File: config.mk
export PLATFORM = sky130hd
export DESIGN_NAME = reset_supervisor_mips_flat
export DESIGN_NICKNAME = d
export VERILOG_FILES = /design/src/rtl/reset_supervisor_mips_if.sv /design/src/rtl/reset_supervisor_mips.sv /design/src/flat_wrapper.sv
export SDC_FILE = /design/constraint.sdc
export NUM_CORES = 1
export LEC_CHECK = 0
export BUFFER_PORTS_ARGS = -buffer_cell sky130_fd_sc_hd__buf_2
export CORE_MARGIN = 8
export CORE_UTILIZATION = 35
export CTS_BUF_LIST = sky130_fd_sc_hd__clkbuf_8
export DETAILED_ROUTE_END_ITERATION = 8
export GPL_TIMING_DRIVEN = 0
export PLACE_DENSITY = 0.65
export SYNTH_ARGS = -nofsm -noshare
export SYNTH_HDL_FRONTEND = slang
export SYNTH_SLANG_ARGS = --single-unit
File: constraint.sdc
create_clock -name i_clk -period 2.7 [get_ports i_clk]
set_input_delay 0.54 -clock i_clk [delete_from_list [all_inputs] [get_ports i_clk]]
set_output_delay 0.54 -clock i_clk [all_outputs]
set_load 0.01 [all_outputs]
File: src/rtl/reset_supervisor_mips_if.sv
// Request/status bundle between the reset supervisor and its controlling logic.
// master drives the reset requests; slave (the supervisor) drives reset and status.
interface reset_supervisor_mips_if #(
  parameter int unsigned CNT_W = 8
);
  logic             i_wdt_rst;
  logic             i_sw_rst_req;
  logic             i_cause_clr;
  logic             o_core_reset;
  logic [1:0]       o_rst_cause;
  logic [CNT_W-1:0] o_wdt_rst_count;
  logic             o_rst_release;

  modport master (
    output i_wdt_rst, i_sw_rst_req, i_cause_clr,
    input  o_core_reset, o_rst_cause, o_wdt_rst_count, o_rst_release
  );

  modport slave (
    input  i_wdt_rst, i_sw_rst_req, i_cause_clr,
    output o_core_reset, o_rst_cause, o_wdt_rst_count, o_rst_release
  );
endinterface

File: src/rtl/reset_supervisor_mips.sv
// Core reset supervisor: synchronised POR release, stretched WDT/SW resets, sticky cause, WDT count.
// Define RST_SUP_SYNC_REQ_EN to pass the reset requests through 2-flop synchronisers.
module reset_supervisor_mips #(
  parameter int unsigned RST_HOLD_CYCLES = 4,
  parameter int unsigned CNT_W           = 8
) (
  input  logic                         i_clk,
  input  logic                         i_reset_n,
  reset_supervisor_mips_if.slave       bus
);
  localparam int unsigned HOLD_W = (RST_HOLD_CYCLES > 1) ? $clog2(RST_HOLD_CYCLES) : 1;

  localparam logic [1:0] CAUSE_NONE = 2'b00;
  localparam logic [1:0] CAUSE_POR  = 2'b01;
  localparam logic [1:0] CAUSE_WDT  = 2'b10;
  localparam logic [1:0] CAUSE_SW   = 2'b11;

  typedef enum logic {ST_HOLD = 1'b0, ST_RUN = 1'b1} state_t;

  state_t             state_q, state_d;
  logic [HOLD_W-1:0]  hold_cnt_q, hold_cnt_d;
  logic [1:0]         rel_sync_q;
  logic               core_reset_q, core_reset_d;
  logic               release_q, release_d;
  logic [1:0]         cause_q, cause_d;
  logic [CNT_W-1:0]   count_q, count_d;
  logic               wdt_req, sw_req, any_req;

`ifdef RST_SUP_SYNC_REQ_EN
  logic [1:0] wdt_sync_q, sw_sync_q;

  // Requests may come from another clock domain
  always_ff @(posedge i_clk or negedge i_reset_n) begin
    if (!i_reset_n) begin
      wdt_sync_q <= 2'b00;
      sw_sync_q  <= 2'b00;
    end else begin
      wdt_sync_q <= {wdt_sync_q[0], bus.i_wdt_rst};
      sw_sync_q  <= {sw_sync_q[0], bus.i_sw_rst_req};
    end
  end

  assign wdt_req = wdt_sync_q[1];
  assign sw_req  = sw_sync_q[1];
`else
  assign wdt_req = bus.i_wdt_rst;
  assign sw_req  = bus.i_sw_rst_req;
`endif

  assign any_req = wdt_req | sw_req;

  // Next-state and next-output logic
  always_comb begin
    state_d      = state_q;
    hold_cnt_d   = hold_cnt_q;
    core_reset_d = core_reset_q;
    release_d    = 1'b0;
    cause_d      = cause_q;
    count_d      = count_q;
    unique case (state_q)
      ST_HOLD: begin
        core_reset_d = 1'b1;
        // Retrigger leaves cause and count alone so a held level counts once
        if (any_req) begin
          hold_cnt_d = '0;
        end else if (rel_sync_q[1]) begin
          if (hold_cnt_q == HOLD_W'(RST_HOLD_CYCLES - 1)) begin
            state_d      = ST_RUN;
            hold_cnt_d   = '0;
            core_reset_d = 1'b0;
            release_d    = 1'b1;
          end else begin
            hold_cnt_d = hold_cnt_q + HOLD_W'(1);
          end
        end
      end
      ST_RUN: begin
        core_reset_d = 1'b0;
        if (any_req) begin
          state_d      = ST_HOLD;
          hold_cnt_d   = '0;
          core_reset_d = 1'b1;
          cause_d      = wdt_req ? CAUSE_WDT : CAUSE_SW;
          if (wdt_req && (count_q != {CNT_W{1'b1}})) begin
            count_d = count_q + CNT_W'(1);
          end
        end else if (bus.i_cause_clr) begin
          cause_d = CAUSE_NONE;
        end
      end
    endcase
  end

  // State, release synchroniser and registered outputs
  always_ff @(posedge i_clk or negedge i_reset_n) begin
    if (!i_reset_n) begin
      state_q      <= ST_HOLD;
      hold_cnt_q   <= '0;
      rel_sync_q   <= 2'b00;
      core_reset_q <= 1'b1;
      release_q    <= 1'b0;
      cause_q      <= CAUSE_POR;
      count_q      <= '0;
    end else begin
      state_q      <= state_d;
      hold_cnt_q   <= hold_cnt_d;
      rel_sync_q   <= {rel_sync_q[0], 1'b1};
      core_reset_q <= core_reset_d;
      release_q    <= release_d;
      cause_q      <= cause_d;
      count_q      <= count_d;
    end
  end

  assign bus.o_core_reset    = core_reset_q;
  assign bus.o_rst_release   = release_q;
  assign bus.o_rst_cause     = cause_q;
  assign bus.o_wdt_rst_count = count_q;
endmodule
File: src/flat_wrapper.sv
// flat-port wrapper written by rule: the top's interface ports become plain ports
module reset_supervisor_mips_flat 
#(
  parameter int unsigned RST_HOLD_CYCLES = 4,
  parameter int unsigned CNT_W           = 8
)
  (i_clk, i_reset_n, bus_i_wdt_rst, bus_i_sw_rst_req, bus_i_cause_clr, bus_o_core_reset, bus_o_rst_cause, bus_o_wdt_rst_count, bus_o_rst_release);
  reset_supervisor_mips_if #(.CNT_W(CNT_W)) bus_i ();
  input  logic i_clk;
  input  logic i_reset_n;
  input wire logic [$bits(bus_i.i_wdt_rst)-1:0] bus_i_wdt_rst;
  input wire logic [$bits(bus_i.i_sw_rst_req)-1:0] bus_i_sw_rst_req;
  input wire logic [$bits(bus_i.i_cause_clr)-1:0] bus_i_cause_clr;
  output wire logic [$bits(bus_i.o_core_reset)-1:0] bus_o_core_reset;
  output wire logic [$bits(bus_i.o_rst_cause)-1:0] bus_o_rst_cause;
  output wire logic [$bits(bus_i.o_wdt_rst_count)-1:0] bus_o_wdt_rst_count;
  output wire logic [$bits(bus_i.o_rst_release)-1:0] bus_o_rst_release;
  assign bus_i.i_wdt_rst = bus_i_wdt_rst;
  assign bus_i.i_sw_rst_req = bus_i_sw_rst_req;
  assign bus_i.i_cause_clr = bus_i_cause_clr;
  assign bus_o_core_reset = bus_i.o_core_reset;
  assign bus_o_rst_cause = bus_i.o_rst_cause;
  assign bus_o_wdt_rst_count = bus_i.o_wdt_rst_count;
  assign bus_o_rst_release = bus_i.o_rst_release;
  reset_supervisor_mips #(.RST_HOLD_CYCLES(RST_HOLD_CYCLES), .CNT_W(CNT_W)) u_core (.i_clk(i_clk), .i_reset_n(i_reset_n), .bus(bus_i));
endmodule
Word-level counts from Yosys, hierarchy flattened. Index checks and enable logic that the tools add are counted.

Bits of input ports: 5. Flip-flop bits (word level): 17.

Mux-type cells: 19. Eq/ne operators: 4. Reduce and logical (&&, ||, !) cells: 5. Add/sub/neg operators: 2. Bitwise logic cells: 2.

Operator list (count): $mux 2 (6); $mux 1 (10); $add 8x1->8 const B (1); $ne 8x8->1 const B (1); $pmux 1 s2 (2); $pmux 2 s2 (1); $reduce_and 2->1 (2); $ne 3x1->1 const B (1); $reduce_and 3->1 (1); $add 2x1->2 const B (1); $eq 2x2->1 const B (1); $ne 2x2->1 const B (1); $reduce_bool 2->1 (1); $logic_and 1x1->1 (1); $not 1->1 (1); $or 1x1->1 (1).

Longest topological paths before layout.
Word-level depth: 5. Mapped depth: 5. Mapped depth without buffers: 5.

Least setup slack after synthesis. Ideal clock, no wire load.

Path type: register to register. Start point: register u_core.count_q[0] (netlist: u_core.bus.o_wdt_rst_count[0]). End point: register u_core.count_q[1] (netlist: u_core.bus.o_wdt_rst_count[1]). Buffers on the path: 0. Path slack: 1.236 ns. Stages on the path, launching flop included: 6. Clock period less this slack: 1.464 ns. Library setup time: 0.125 ns. Arrival: 1.339 ns. Path through: dfrtp_1 -> ha_1 -> nand3_1 -> nor2_1 -> or2_4 -> mux2_2.

Cells in the longest elaborated chain, start to end: 3. Elaborated cells on any way between the ends: 4. Classes of those cells: add/sub: 1; eq/ne: 1; reduce/logical: 2.

RTL lines: start: declaration (RTL line reset_supervisor_mips.sv:26) `logic [CNT_W-1:0] count_q, count_d;`; start signal: assignment (RTL line reset_supervisor_mips.sv:111) `count_q <= count_d;`; branches (longest 3 deep; another with $add 8x1->8).

Several ways; the timed one is not identified. A chain may end at the register's enable or synchronous reset.

Worst setup path after layout. Same ends and word-level chain as after synthesis.

==> metrics.yaml <==
status:
  outcome: "completed"
clocking:
  clock_latency_ns: 0.25
  cts-root-buf: "clkbuf_8"
  ctsResizeCount: 0
  cts_made_buffers: 3
  cts_tree: "built"
  cts_hold_buf: 0
  numClockSinks: 17
  clock_path_buffers: 2
  htree_levels: 1
  clk_pin_slew_ns: 0.07
  cts_setup_buffers: 0
critical_path:
  cp.depth: 5
  crit_family: "simple AND/OR/NAND/NOR gates"
  arrival_ns: 1.68
  startpoint_type: "register"
  rr_startpoint: "u_core.bus.o_wdt_rst_count[0]$_DFFE_PN0P_"
  rr_endpoint: "u_core.bus.o_wdt_rst_count[1]$_DFFE_PN0P_"
  crit_path_max_fanout: 4
  slowest_delay_ns: 0.41
  reg2reg_depth: 5
  cp_slowest_cell: "dfrtp_1"
  critPathBufInv: 0
  worstPathRequired_ns: 2.84
  crit_start: "u_core.bus.o_wdt_rst_count[0]$_DFFE_PN0P_"
  endpoint_kind: "register"
  endpoint: "u_core.bus.o_wdt_rst_count[1]$_DFFE_PN0P_"
  reg2reg_slack_ns: 1.16
  crit_type: "register to register"
  path_cells: "ha_1, nand3_1, nor2_1, or2_4, mux2_2"
logic_synthesis:
  synth_top_area_share_pct: 50.4
  ys_types: 27
  yosys_register_bits: 17
  synthTopCellsByArea: "dfrtp_1 50%, dfstp_2 7.1%, nor2_1 3.5%"
  avgSynthCellArea_sq_um: 11.3
  syn_inst: 66
  yosys.area.top_type: "dfrtp_1"
  yosys_most_used_dff: "dfrtp_1"
  synth_warnings: 0
  yosysSeqAreaShare_pct: 57.5
  syn_nets: 73
  syn_area_sq_um: 744
  async_flop_share_pct: 100
  synth_edf_count: 0
route:
  ant_nets: 0
  avgViaCountPerCell: 4.72
  finalWirelength_mm: 1.37
  wire_per_inst_microns: 12.1
  drtIter0Drc: 14
  drcViolationCount: 0
  first_pass_iters: 3
  vias: 533
global_routing:
  met2_usage_pct: 12.3
  grtUsageMet3_pct: 1.43
  grt_max_degree: 18
  antenna_found_initial: 0
  top_usage_layer: "met2"
  grt_remaining_overflow: 0
  grt_pass1_wl_mm: 2.33
  grt.met1_usage_pct: 7.97
  gr-usage-all-layers_pct: 7.29
  grt_pass1_vias: 560
placed_design:
  portBuffers: 16
  dpl_cell_area_sq_um: 858
  globalplace.congestion: 0.799
  dp.cells: 109
hold_path:
  hp-class: "input port to asynchronous set/reset pin"
timing:
  hold_viol: 0
  finalSetupViolCount: 0
  slew_viol_final: 0
  finalCritPeriodShare_pct: 57.0
  clock_skew_ns: 0.00307
  layout_min_cycle_time_ns: 1.54
  tns_ns: 0
  rsz0062_at_grt: "false"
  fmax_mhz: 650
floorplanning:
  dieArea_sq_um: 3860
  initial_utilization_pct: 37.6
  rows: 16
  core_sq_um: 1980
  die_h_microns: 62.1
  die_width_microns: 62.1
  io_pins: 17
pwr:
  vdd_drop_max_uv: 264
  p_per_area_nw_per_um2: 526
  power_leakage_uw: 0.000460
finish:
  antenna_cells: 0
  nFillCells: 192
  nets: 94
  postLayoutCellArea_sq_um: 907
  stdcell_count: 113
  drive_gt1_share_pct: 33.7
  area_growth_pct: 21.8
run:
  max-cap-violations: 0
-- layer usage --
metal  part of all wire (%)  vias up
met3                    4.5        4
met2                     49       11
met1                     44      250
met4                    1.9        0
met5                      0        -
li1                       -      268
-- cell type report --
class / instances / area [sq um] / area share (%)
multi-input combinational: 46 / 298 / 32.8
timing repair buffer: 16 / 80.1 / 8.83
buffer: 1 / 11.3 / 1.24
inverter: 2 / 7.51 / 0.828
tap: 27 / 33.8 / 3.72
sequential: 17 / 428 / 47.2
clock inverter: 1 / 7.51 / 0.828
clock buffer: 3 / 41.3 / 4.55
-- cell usage in the layout, fill, tap and decap left out --
master / instances
nand2_4: 1
nor2b_1: 1
clkbuf_8: 3
o22ai_1: 1
nand3_1: 4
mux2_2: 2
a21oi_1: 4
nor3_1: 2
nand2_1: 5
nand2b_1: 1
xnor2_1: 2
conb_1: 1
or2_4: 2
ha_1: 2
nand4_1: 1
mux2i_1: 1
a22o_1: 1
clkinvlp_4: 1
buf_6: 1
a31oi_1: 2
a2bb2oi_1: 1
nor2_1: 7
inv_1: 2
nor3_2: 1
xor2_1: 2
dfrtp_1: 15
or2_1: 1
and3_1: 1
buf_2: 16
dfstp_2: 2
-- power breakdown --
group	switching, uW	internal (uW)	total (uW)
clock network	89.6	104	193
registers	3.30	259	263
logic	12.5	8.22	20.8
total	105	371	477
-- synthesized netlist by cell type (2+ instances only) --
library cell,number
mux2_2,2
dfrtp_1,15
nand2_1,5
xnor2_1,2
nor2_1,7
ha_1,2
dfstp_2,2
nand3_1,4
a21oi_1,4
xor2_1,2
or2_4,2
inv_1,2
nor3_1,2
a31oi_1,2
-- worst min path at each step --
stage	startpoint	slack, ns	cells after the start	to
2_1_floorplan	i_reset_n	0.24	0	u_core.bus.o_rst_cause[1]$_DFFE_PN0P_
3_3_place_gp	u_core.rel_sync_q[0]$_DFF_PN0_	0.33	0	u_core.rel_sync_q[1]$_DFF_PN0_
3_5_place_dp	u_core.rel_sync_q[0]$_DFF_PN0_	0.35	0	u_core.rel_sync_q[1]$_DFF_PN0_
4_1_cts	i_reset_n	0.21	1	u_core.bus.o_rst_cause[1]$_DFFE_PN0P_
5_1_grt	i_reset_n	0.22	1	u_core.bus.o_rst_cause[1]$_DFFE_PN0P_
6_report	i_reset_n	0.19	1	u_core.bus.o_wdt_rst_count[0]$_DFFE_PN0P_
-- registers in the layout (all words and copies together) (netlist names) --
name	count
u_core.bus.o_wdt_rst_count	8
u_core.bus.o_rst_cause	2
u_core.hold_cnt_q	2
u_core.rel_sync_q	2
u_core.bus.o_core_reset	1
u_core.bus.o_rst_release	1
u_core.state_q	1
-- per-stage QoR --
| step | setup WS, ns | hold WS [ns] | total power, uW | util (%) |
|---|---|---|---|---|
| after floorplan | 1.24 | 0.244 | 276 | - |
| after global placement | 1.13 | 0.331 | 288 | 43.3 |
| after detailed placement | 1.13 | 0.345 | 289 | 43.3 |
| after CTS | 1.15 | 0.208 | 481 | 45.8 |
| after global routing | 1.05 | 0.216 | 497 | 45.8 |
| final | 1.16 | 0.193 | 477 | 45.8 |
-- kinds of logic after synthesis --
| family | after synthesis | synth area share [%] |
|---|---|---|
| buffers and inverters | 3 | 2.52 |
| adders and majority gates | 2 | 3.36 |
| xor gates and xnor gates | 4 | 4.71 |
| DFF | 17 | 57.5 |
| other | 1 | 0.504 |
| muxes | 3 | 4.37 |
| and+or+nand+nor | 27 | 19.5 |
| AOI/OAI and AO/OA | 9 | 7.56 |
No activity file was read; power rests on OpenSTA's default activity.
